$ cat src/rtl/booth_mult_seq.sv
// Sequential radix-2 Booth multiplier, one step per clock.
// START/BUSY/VALID/ACK handshake with result hold and add/sub step counter.
module booth_mult_seq #(
  parameter int WIDTH = 13,
  parameter int CNT_W = $clog2(WIDTH + 2)
) (
  input  logic                 CLK,
  input  logic                 CLR,
  input  logic                 START,
  input  logic                 SIGNED_MODE,
  input  logic [WIDTH-1:0]     MULTIPLIER,
  input  logic [WIDTH-1:0]     MULTIPLICAND,
  output logic                 BUSY,
  output logic                 VALID,
  input  logic                 ACK,
  output logic [2*WIDTH-1:0]   RESULT,
  output logic [CNT_W-1:0]     OP_COUNT
);

  localparam int XW = WIDTH + 1;
  localparam logic [CNT_W-1:0] LAST = CNT_W'(WIDTH);

  typedef enum logic [1:0] {
    IDLE,
    RUN,
    HOLD
  } state_t;

  state_t             state_q;
  logic [XW-1:0]      a_q, m_q, q_q;
  logic               qm1_q;
  logic [CNT_W-1:0]   cnt_q;
  logic               busy_q, valid_q;
  logic [2*WIDTH-1:0] result_q;
  logic [CNT_W-1:0]   opcnt_q;

  logic [XW-1:0]      sum_d, a_d, q_d;
  logic               qm1_d;
  logic               op_step;
  logic [2*WIDTH-1:0] result_d;
  logic               accept;
  logic [XW-1:0]      mplier_x, mcand_x;

  always_comb begin
    sum_d   = a_q;
    op_step = 1'b0;
    unique case ({q_q[0], qm1_q})
      2'b10: begin
        sum_d   = a_q - m_q;
        op_step = 1'b1;
      end
      2'b01: begin
        sum_d   = a_q + m_q;
        op_step = 1'b1;
      end
      default: sum_d = a_q;
    endcase
    // Arithmetic right shift of {A', Q, Q-1}
    a_d      = {sum_d[XW-1], sum_d[XW-1:1]};
    q_d      = {sum_d[0], q_q[XW-1:1]};
    qm1_d    = q_q[0];
    result_d = {a_d[WIDTH-2:0], q_d};
  end

  always_comb begin
    mplier_x = {SIGNED_MODE & MULTIPLIER[WIDTH-1], MULTIPLIER};
    mcand_x  = {SIGNED_MODE & MULTIPLICAND[WIDTH-1], MULTIPLICAND};
    accept   = START & ((state_q == IDLE) |
               ((state_q == HOLD) & ACK));
  end

  always_ff @(posedge CLK) begin
    if (CLR) begin
      state_q  <= IDLE;
      a_q      <= '0;
      m_q      <= '0;
      q_q      <= '0;
      qm1_q    <= 1'b0;
      cnt_q    <= '0;
      busy_q   <= 1'b0;
      valid_q  <= 1'b0;
      result_q <= '0;
      opcnt_q  <= '0;
    end else if (accept) begin
      state_q <= RUN;
      a_q     <= '0;
      m_q     <= mcand_x;
      q_q     <= mplier_x;
      qm1_q   <= 1'b0;
      cnt_q   <= '0;
      busy_q  <= 1'b1;
      valid_q <= 1'b0;
      opcnt_q <= '0;
    end else begin
      case (state_q)
        RUN: begin
          a_q   <= a_d;
          q_q   <= q_d;
          qm1_q <= qm1_d;
          cnt_q <= cnt_q + CNT_W'(1);
          if (op_step) opcnt_q <= opcnt_q + CNT_W'(1);
          if (cnt_q == LAST) begin
            state_q  <= HOLD;
            busy_q   <= 1'b0;
            valid_q  <= 1'b1;
            result_q <= result_d;
          end
        end
        HOLD: begin
          if (ACK) begin
            state_q <= IDLE;
            valid_q <= 1'b0;
          end
        end
        IDLE: state_q <= IDLE;
        default: begin
          state_q <= IDLE;
          busy_q  <= 1'b0;
          valid_q <= 1'b0;
        end
      endcase
    end
  end

  assign BUSY     = busy_q;
  assign VALID    = valid_q;
  assign RESULT   = result_q;
  assign OP_COUNT = opcnt_q;

endmodule

$ cat config.mk
export PLATFORM = sky130hd
export DESIGN_NAME = booth_mult_seq
export DESIGN_NICKNAME = d
export VERILOG_FILES = /design/src/rtl/booth_mult_seq.sv
export SDC_FILE = /design/constraint.sdc
export NUM_CORES = 1
export LEC_CHECK = 0
export ABC_CLOCK_PERIOD_IN_PS = 8440
export CAP_MARGIN = 20
export CORE_UTILIZATION = 58
export DETAILED_ROUTE_END_ITERATION = 10
export PLACE_DENSITY = 0.85
export SLEW_MARGIN = 25
export SYNTH_ARGS = -nofsm -noshare
export SYNTH_HDL_FRONTEND = slang
export SYNTH_SLANG_ARGS = --single-unit
$ cat constraint.sdc
create_clock -name CLK -period 8.44 [get_ports CLK]
set_input_delay 0.844 -clock CLK [delete_from_list [all_inputs] [get_ports CLK]]
set_output_delay 0.844 -clock CLK [all_outputs]
set_load 0.005 [all_outputs]
==> impl_results.md, run 1 <==
- Outcome: finished clean
- WL final: 10.11 mm
- CTS resizes: 0
- Pwr Density: 183.0 mW/mm²
- Drt pass-1 iters: 5
- H-tree depth: 3
- Maximum vdd drop: 131.9 µV
- # Post-CTS Setup Buffers: 0
- Slew headroom: 0.4202
- Largest net degree at the start of global routing: 54
- # fillers: 534
- Hold path startpoint: RESULT[8]
- Total GRT Usage: 0.2927
- Worst Path Arrival: 3.45 ns
- Die Ht: 85.39 µm
- Syn_area_per_cell: 8.147 µm²
- Worst-margin pin slew: 0.8664 ns
- CTS tree: done
- Vias post-DR: 3,745
- Total negative slack: 0 ns
- Seq cells post-synth: 80
- Placed instance area: 0.004698 mm²
- Pins Over Slew Limit: 0
- Starting DRT DRC Count: 177
- I/O pin cnt: 63
- Final Instance Area: 0.004912 mm²
- RR Startpoint: q_q[0]
- Hold Path End: RESULT[8]
- Unrepaired setup endpoints after global routing: false
- Reg clk slew, reported paths: 0.08 ns
- CP max FO: 13
- Final Skew: 0.009393 ns
- Total number of clock tree sinks: 80
- CP endpoint kind: register
- Fraction of registers with async set/reset: 0
- First-pass GRT wire length: 16.78 mm
- Clock Latency Late Sink: 0.36 ns
- Crit Path Class: register to register
- Final period util: 0.3787
- Worst-case reg-to-reg path depth: 10
- Hold depth: 2
- Reg2Reg Setup Slack: 5.24 ns
- R2R Path End: a_q[9]
- # rows: 30
- Post-synth cell types: 55
- Grt ovf: 0
- Residual DRC: 0
- Initial antenna violation count: 0
- Post-synth top flop: dfxtp_1
- Register area share after synthesis: 0.3971
- Post-DRT Antenna Nets: 0
- # diodes: 0
- Clk buf depth: 2
- Syn Nets: 546
- Final #Nets: 597
- Avg WL per Cell: 16.02 µm
- CP startpoint kind: register
- Die area: 0.007291 mm²
- Final min period: 3.196 ns
- Final setup viols: 0
- Area delta synth->final: 21.81%
- Leak Pwr: 1.841 nW
- Worst EP required: 8.69 ns
- Hold Crit Class: register to register
- Share of layout cells above drive strength 1: 0.06352
- Final Hold Viols: 0
- Area of the core: 0.006756 mm²
- EDFF count, synth: 0
- Ys Warns: 0
- Netlist Area Pre-Place: 0.004033 mm²
- CTS buffer count: 9
- Post-DP HPWL: 6.883 mm
- Initial core utilization: 0.5969
- Via density: 5.935
- Register area: 0.001602 mm²
- Port bufs: 62
- Die X-Extent: 85.39 µm
- Area occupied by multi-input gates: 0.002305 mm²
- Post-synthesis cell count: 495
- Vias in the first global route: 3,661
- Global placement routability congestion: 0.9017
- Root Driver: clkbuf_8
- Post-CTS Hold Buffers: 0
- Fmax: 0.3129 GHz
- Max-cap viol count: 0
[synth_stat cells, types with 3 or more instances]
| library cell | n | area share |
|---|---|---|
| a22oi_1 | 13 | 0.024 |
| xor2_1 | 16 | 0.035 |
| nand3_1 | 14 | 0.017 |
| inv_1 | 7 | 0.0065 |
| o211ai_1 | 3 | 0.0056 |
| o21a_1 | 3 | 0.0056 |
| a31oi_1 | 6 | 0.0093 |
| a21oi_1 | 75 | 0.093 |
| nand2_1 | 86 | 0.080 |
| dfxtp_1 | 80 | 0.40 |
| xnor2_1 | 7 | 0.015 |
| a21o_1 | 3 | 0.0056 |
| ha_1 | 19 | 0.059 |
| nor3_1 | 11 | 0.014 |
| nand4_1 | 3 | 0.0047 |
| mux2i_1 | 6 | 0.015 |
| nand2b_1 | 4 | 0.0062 |
| a211oi_1 | 10 | 0.019 |
| o21ai_0 | 14 | 0.017 |
| nor2_1 | 46 | 0.043 |
| clkbuf_1 | 25 | 0.023 |
[final cells by class]
cell class / count / share of cell area
clock buffers: 11 / 0.03082
repair buffers: 68 / 0.1355
multi-input cells: 380 / 0.4692
well taps: 80 / 0.02038
clock inverters: 5 / 0.01274
flip-flops and latches: 80 / 0.3260
inverters: 7 / 0.005349
[placed cells by master (no fill, tap or decap), drive strengths merged, types with 3 or more instances in the layout]
cell,count
ha,19
dfxtp,80
clkbuf,11
nand2,86
nor4,4
mux2i,6
a21oi,76
xor2,16
a31oi,6
nand2b,4
buf,6
a211oi,10
nor2,46
a21o,4
o21ai,16
nand4,3
nor3,11
clkdlybuf4s50,62
o211ai,3
inv,8
xnor2,8
nand3,14
o21a,3
a22oi,13
[kinds of logic after synthesis]
group | Yosys count | share of synthesized area
adders and majority gates | 20 | 0.06392
AOI/OAI and AO/OA | 147 | 0.2308
muxes | 7 | 0.01769
DFF | 80 | 0.3971
and+or+nand+nor | 182 | 0.2032
buffers and inverters | 35 | 0.03320
xor gates and xnor gates | 24 | 0.05399
[flip-flops by register name, indices dropped and copies added (netlist names)]
| name | flops |
|---|---|
| m_q | 14 |
| OP_COUNT | 4 |
| a_q | 13 |
| BUSY | 1 |
| state_q | 2 |
| q_q | 14 |
| qm1_q | 1 |
| cnt_q | 4 |
| VALID | 1 |
| RESULT | 26 |
[per-stage QoR]
step                      power, mW  worst slack [ns]  hold slack, ns  utilization  cells
after global placement       0.5960             5.455          0.4422       0.6954    615
final                        0.8991             5.244          0.4549       0.7270    631
after CTS                    0.8995             5.273          0.4560       0.7270    631
after global routing         0.9382             5.089          0.4820       0.7270    631
after floorplan              0.5513             5.754          0.4400            -    495
after detailed placement     0.6025             5.312          0.4434       0.6954    615
[report_power, final]
group	internal (mW)	switching (mW)	total (mW)
registers	0.391	0.0154	0.406
logic	0.0807	0.112	0.192
clock network	0.154	0.146	0.300
total	0.626	0.273	0.899
[worst max-delay path, cell delays in order (launching register included)]
cell	delay [ns]
dfxtp_1	0.33
inv_1	0.06
ha_1	0.43
mux2_2	0.42
fa_1	0.45
a211oi_1	0.36
o21bai_1	0.13
a21oi_1	0.27
o311ai_2	0.14
xnor2_1	0.18
a2111oi_2	0.32
[routing by layer]
metal | vias to the layer above | part of all wire | global-route usage
li1 | 1845 | - | -
met1 | 1772 | 0.44 | 0.3506
met2 | 111 | 0.49 | 0.5117
met3 | 17 | 0.062 | 0.07198
met4 | 0 | 0.015 | 0.1030
met5 | - | 0 | 0
[how the worst max path moves through the flow]
| stage | startpoint | end | slack (ns) |
|---|---|---|---|
| 3_5_place_dp | q_q[0] | a_q[9] | 5.31 |
| 3_3_place_gp | q_q[0] | a_q[9] | 5.45 |
| 6_report | q_q[0] | a_q[9] | 5.24 |
| 4_1_cts | q_q[0] | a_q[9] | 5.27 |
| 5_1_grt | q_q[0] | RESULT[23] | 5.09 |
| 2_1_floorplan | q_q[0] | a_q[9] | 5.75 |
(Power assumes the default switching activity.)
==> run 2, diff against run 1 <==
- ABC_CLOCK_PERIOD_IN_PS: 8440 -> 2800
- CORE_UTILIZATION: 58 -> 49
- PLACE_DENSITY: 0.85 -> 0.77
- clock period: 8.44 -> 2.8 ns (I/O delays scaled with it)
==> run 2 against run 1 <==
- critical path depth is 1 higher
- flip-flop and latch count unchanged
- critical path type unchanged
- non-clock buffer count grew 29
- largest power group unchanged
- clock skew shrank 0.00060 ns
- routed wire length increased by 9.6%
- worst hold slack worse by 0.081 ns
==> impl_results.md, run 2 (synthesis results as in run 1) <==
- Outcome: finished clean
- Reg2Reg Setup Slack: 0.02 ns (-5.23 ns)
- Largest net degree at the start of global routing: 34 (-37%)
- Vias in the first global route: 3,781 (+3.3%)
- First-pass GRT wire length: 17.32 mm (+3.2%)
- Die area: 0.008597 mm² (+18%)
- Drt pass-1 iters: 5 (unchanged)
- Area occupied by multi-input gates: 0.002444 mm² (+6.0%)
- Final Skew: 0.008790 ns (-0.0006028 ns)
- CP startpoint kind: register
- Total GRT Usage: 0.2538 (-0.03887)
- Starting DRT DRC Count: 184 (+4.0%)
- CTS tree: done
- CP max-delay cell: ha_1
- Max incr delay on CP: 0.44 ns (about the same)
- Post-CTS Hold Buffers: 0 (unchanged)
- # rows: 32 (+6.7%)
- H-tree depth: 3 (unchanged)
- Pins Over Slew Limit: 0 (unchanged)
- Unrepaired setup endpoints after global routing: true
- Initial antenna violation count: 0 (unchanged)
- # diodes: 0 (unchanged)
- Leak Pwr: 1.978 nW (+7.5%)
- Hold path startpoint: CLR
- I/O pin cnt: 63 (unchanged)
- Worst Path Arrival: 3.07 ns (-0.38 ns)
- Max reg flops: 26 (unchanged)
- CTS buffer count: 9 (unchanged)
- Final Hold Viols: 0 (unchanged)
- Port bufs: 62 (unchanged)
- Die Ht: 92.72 µm (+8.6%)
- Via density: 5.752 (-3.1%)
- Residual DRC: 0 (unchanged)
- Global placement routability congestion: 0.8846 (-1.9%)
- Final setup viols: 0 (unchanged)
- Crit Path Class: register to register
- Root Driver: clkbuf_8
- Area delta synth->final: 30.53%
- Pwr Density: 529.5 mW/mm² (+190%)
- RR Startpoint: m_q[5]
- Post-DRT Antenna Nets: 0 (unchanged)
- Hold Crit Class: primary input to register
- CP endpoint kind: register
- Final period util: 0.9939 (+0.6152)
- CP Cell Sequence: nor4_4, and2_4, a21oi_2, xor2_1, ha_1, nand2_2, buf_4, a211oi_1, nor3_1, or3_1, a31oi_1
- Share of layout cells above drive strength 1: 0.1621 (+0.09855)
- Layout Utilization: 0.6708 (-0.05628)
- Reg clk slew, reported paths: 0.09 ns (about the same)
- Max-cap viol count: 0 (unchanged)
- Clk buf depth: 2 (unchanged)
- CP max FO: 5 (-8)
- Worst-case reg-to-reg path depth: 11 (+1)
- Hold depth: 3 (+1)
- Clock Latency Late Sink: 0.36 ns (about the same)
- Total negative slack: 0 ns (unchanged)
- Area of the core: 0.007848 mm² (+16%)
- Maximum vdd drop: 323.7 µV (+150%)
- Commonest non-fill, non-tap cells in the layout: nand2_1 (84), dfxtp_1 (79), a21oi_1 (65), clkdlybuf4s50_1 (61), nor2_1 (41)
- Hold Path End: BUSY
- WL final: 11.08 mm (+9.6%)
- Slew headroom: 0.5057 (+0.08544)
- Final #Nets: 626 (+4.9%)
- Worst EP required: 3.09 ns (-5.60 ns)
- Overall power: 2.787 mW (+210%)
- Total number of clock tree sinks: 80 (unchanged)
- Commonest non-fill, non-tap cell in the layout: nand2_1
- Worst-margin pin slew: 0.7397 ns (-0.1268 ns)
- Post-DP HPWL: 7.571 mm (+10%)
- Grt ovf: 0 (unchanged)
- Register area: 0.001605 mm² (+0.23%)
- R2R Path End: a_q[8]
- Avg WL per Cell: 16.25 µm (+1.4%)
- # fillers: 664 (+24%)
- Final min period: 2.783 ns (-0.4130 ns)
- Vias post-DR: 3,923 (+4.8%)
- Fmax: 0.3593 GHz (+15%)
- Initial core utilization: 0.5139 (-0.08298)
- Die X-Extent: 92.72 µm (+8.6%)
-- run 2: changes by cell type in the layout (fill, tap and decap cells not counted), moves of 3 or more --
cell	before	now
ha_1	19	16
a21oi_1	75	65
a21oi_2	1	10
nor2_1	44	41
buf_4	6	34
nor2_2	2	5
-- run 2: worst max-delay path by stage --
stage | from | endpoint | cells after the start
floorplan | q_q[0] | a_q[9] | 12
global placement | m_q[2] | a_q[10] | 11
detailed placement | m_q[2] | a_q[10] | 11
CTS | m_q[2] | RESULT[25] | 12
global route | m_q[5] | a_q[8] | 11
finish | m_q[5] | a_q[8] | 11
-- run 2: worst max-delay path: cells and delay by family, from the launching register on --
family	cells	cell delay, ns
simple gates	5	1.04
xor+xnor	1	0.15
flops	1	0.36
compound gates	3	0.57
buf+inv	1	0.16
fa+ha+maj	1	0.44
-- run 2: repair_timing --
item                                    in CTS  in global routing
pin swaps                                    0                 27
buffers inserted                             0                  8
endpoints found under the setup margin       3                 13
resized for setup                            2                 35
-- run 2: area by class of cell --
class                   count  area share
multi-input cells         380      0.4642
flip-flops and latches     80      0.3050
repair buffers             97      0.1676
clock buffers              10     0.02425
well taps                 102     0.02425
clock inverters             6    0.009746
inverters                   7    0.004992
-- run 2: per-layer routing --
| layer | vias to the layer above | global-route usage | wire length, µm |
|---|---|---|---|
| li1 | 1900 | - | - |
| met1 | 1836 | 0.2993 | 4693 |
| met2 | 159 | 0.4321 | 5215 |
| met3 | 28 | 0.07471 | 924 |
| met4 | 0 | 0.09872 | 248 |
| met5 | - | 0 | 0 |
-- run 2: stage by stage --
step	cell area [µm²]	cells	hold slack, ns	setup WS, ns
2_1_floorplan	4033	495	0.4160	0.1144
3_3_place_gp	4878	658	0.4419	0.07936
3_5_place_dp	4878	658	0.4462	-0.01219
4_1_cts	5069	674	0.3602	0.05157
5_1_grt	5264	682	0.4181	-0.1479
6_report	5264	682	0.3740	0.01713
-- run 2: where the power goes --
group,leakage [nW],switching (mW),internal [mW],total (mW)
clock network,0.0810,0.466,0.333,0.799
registers,0.651,0.0431,1.18,1.22
logic,1.25,0.412,0.354,0.767
total,1.98,0.922,1.87,2.79
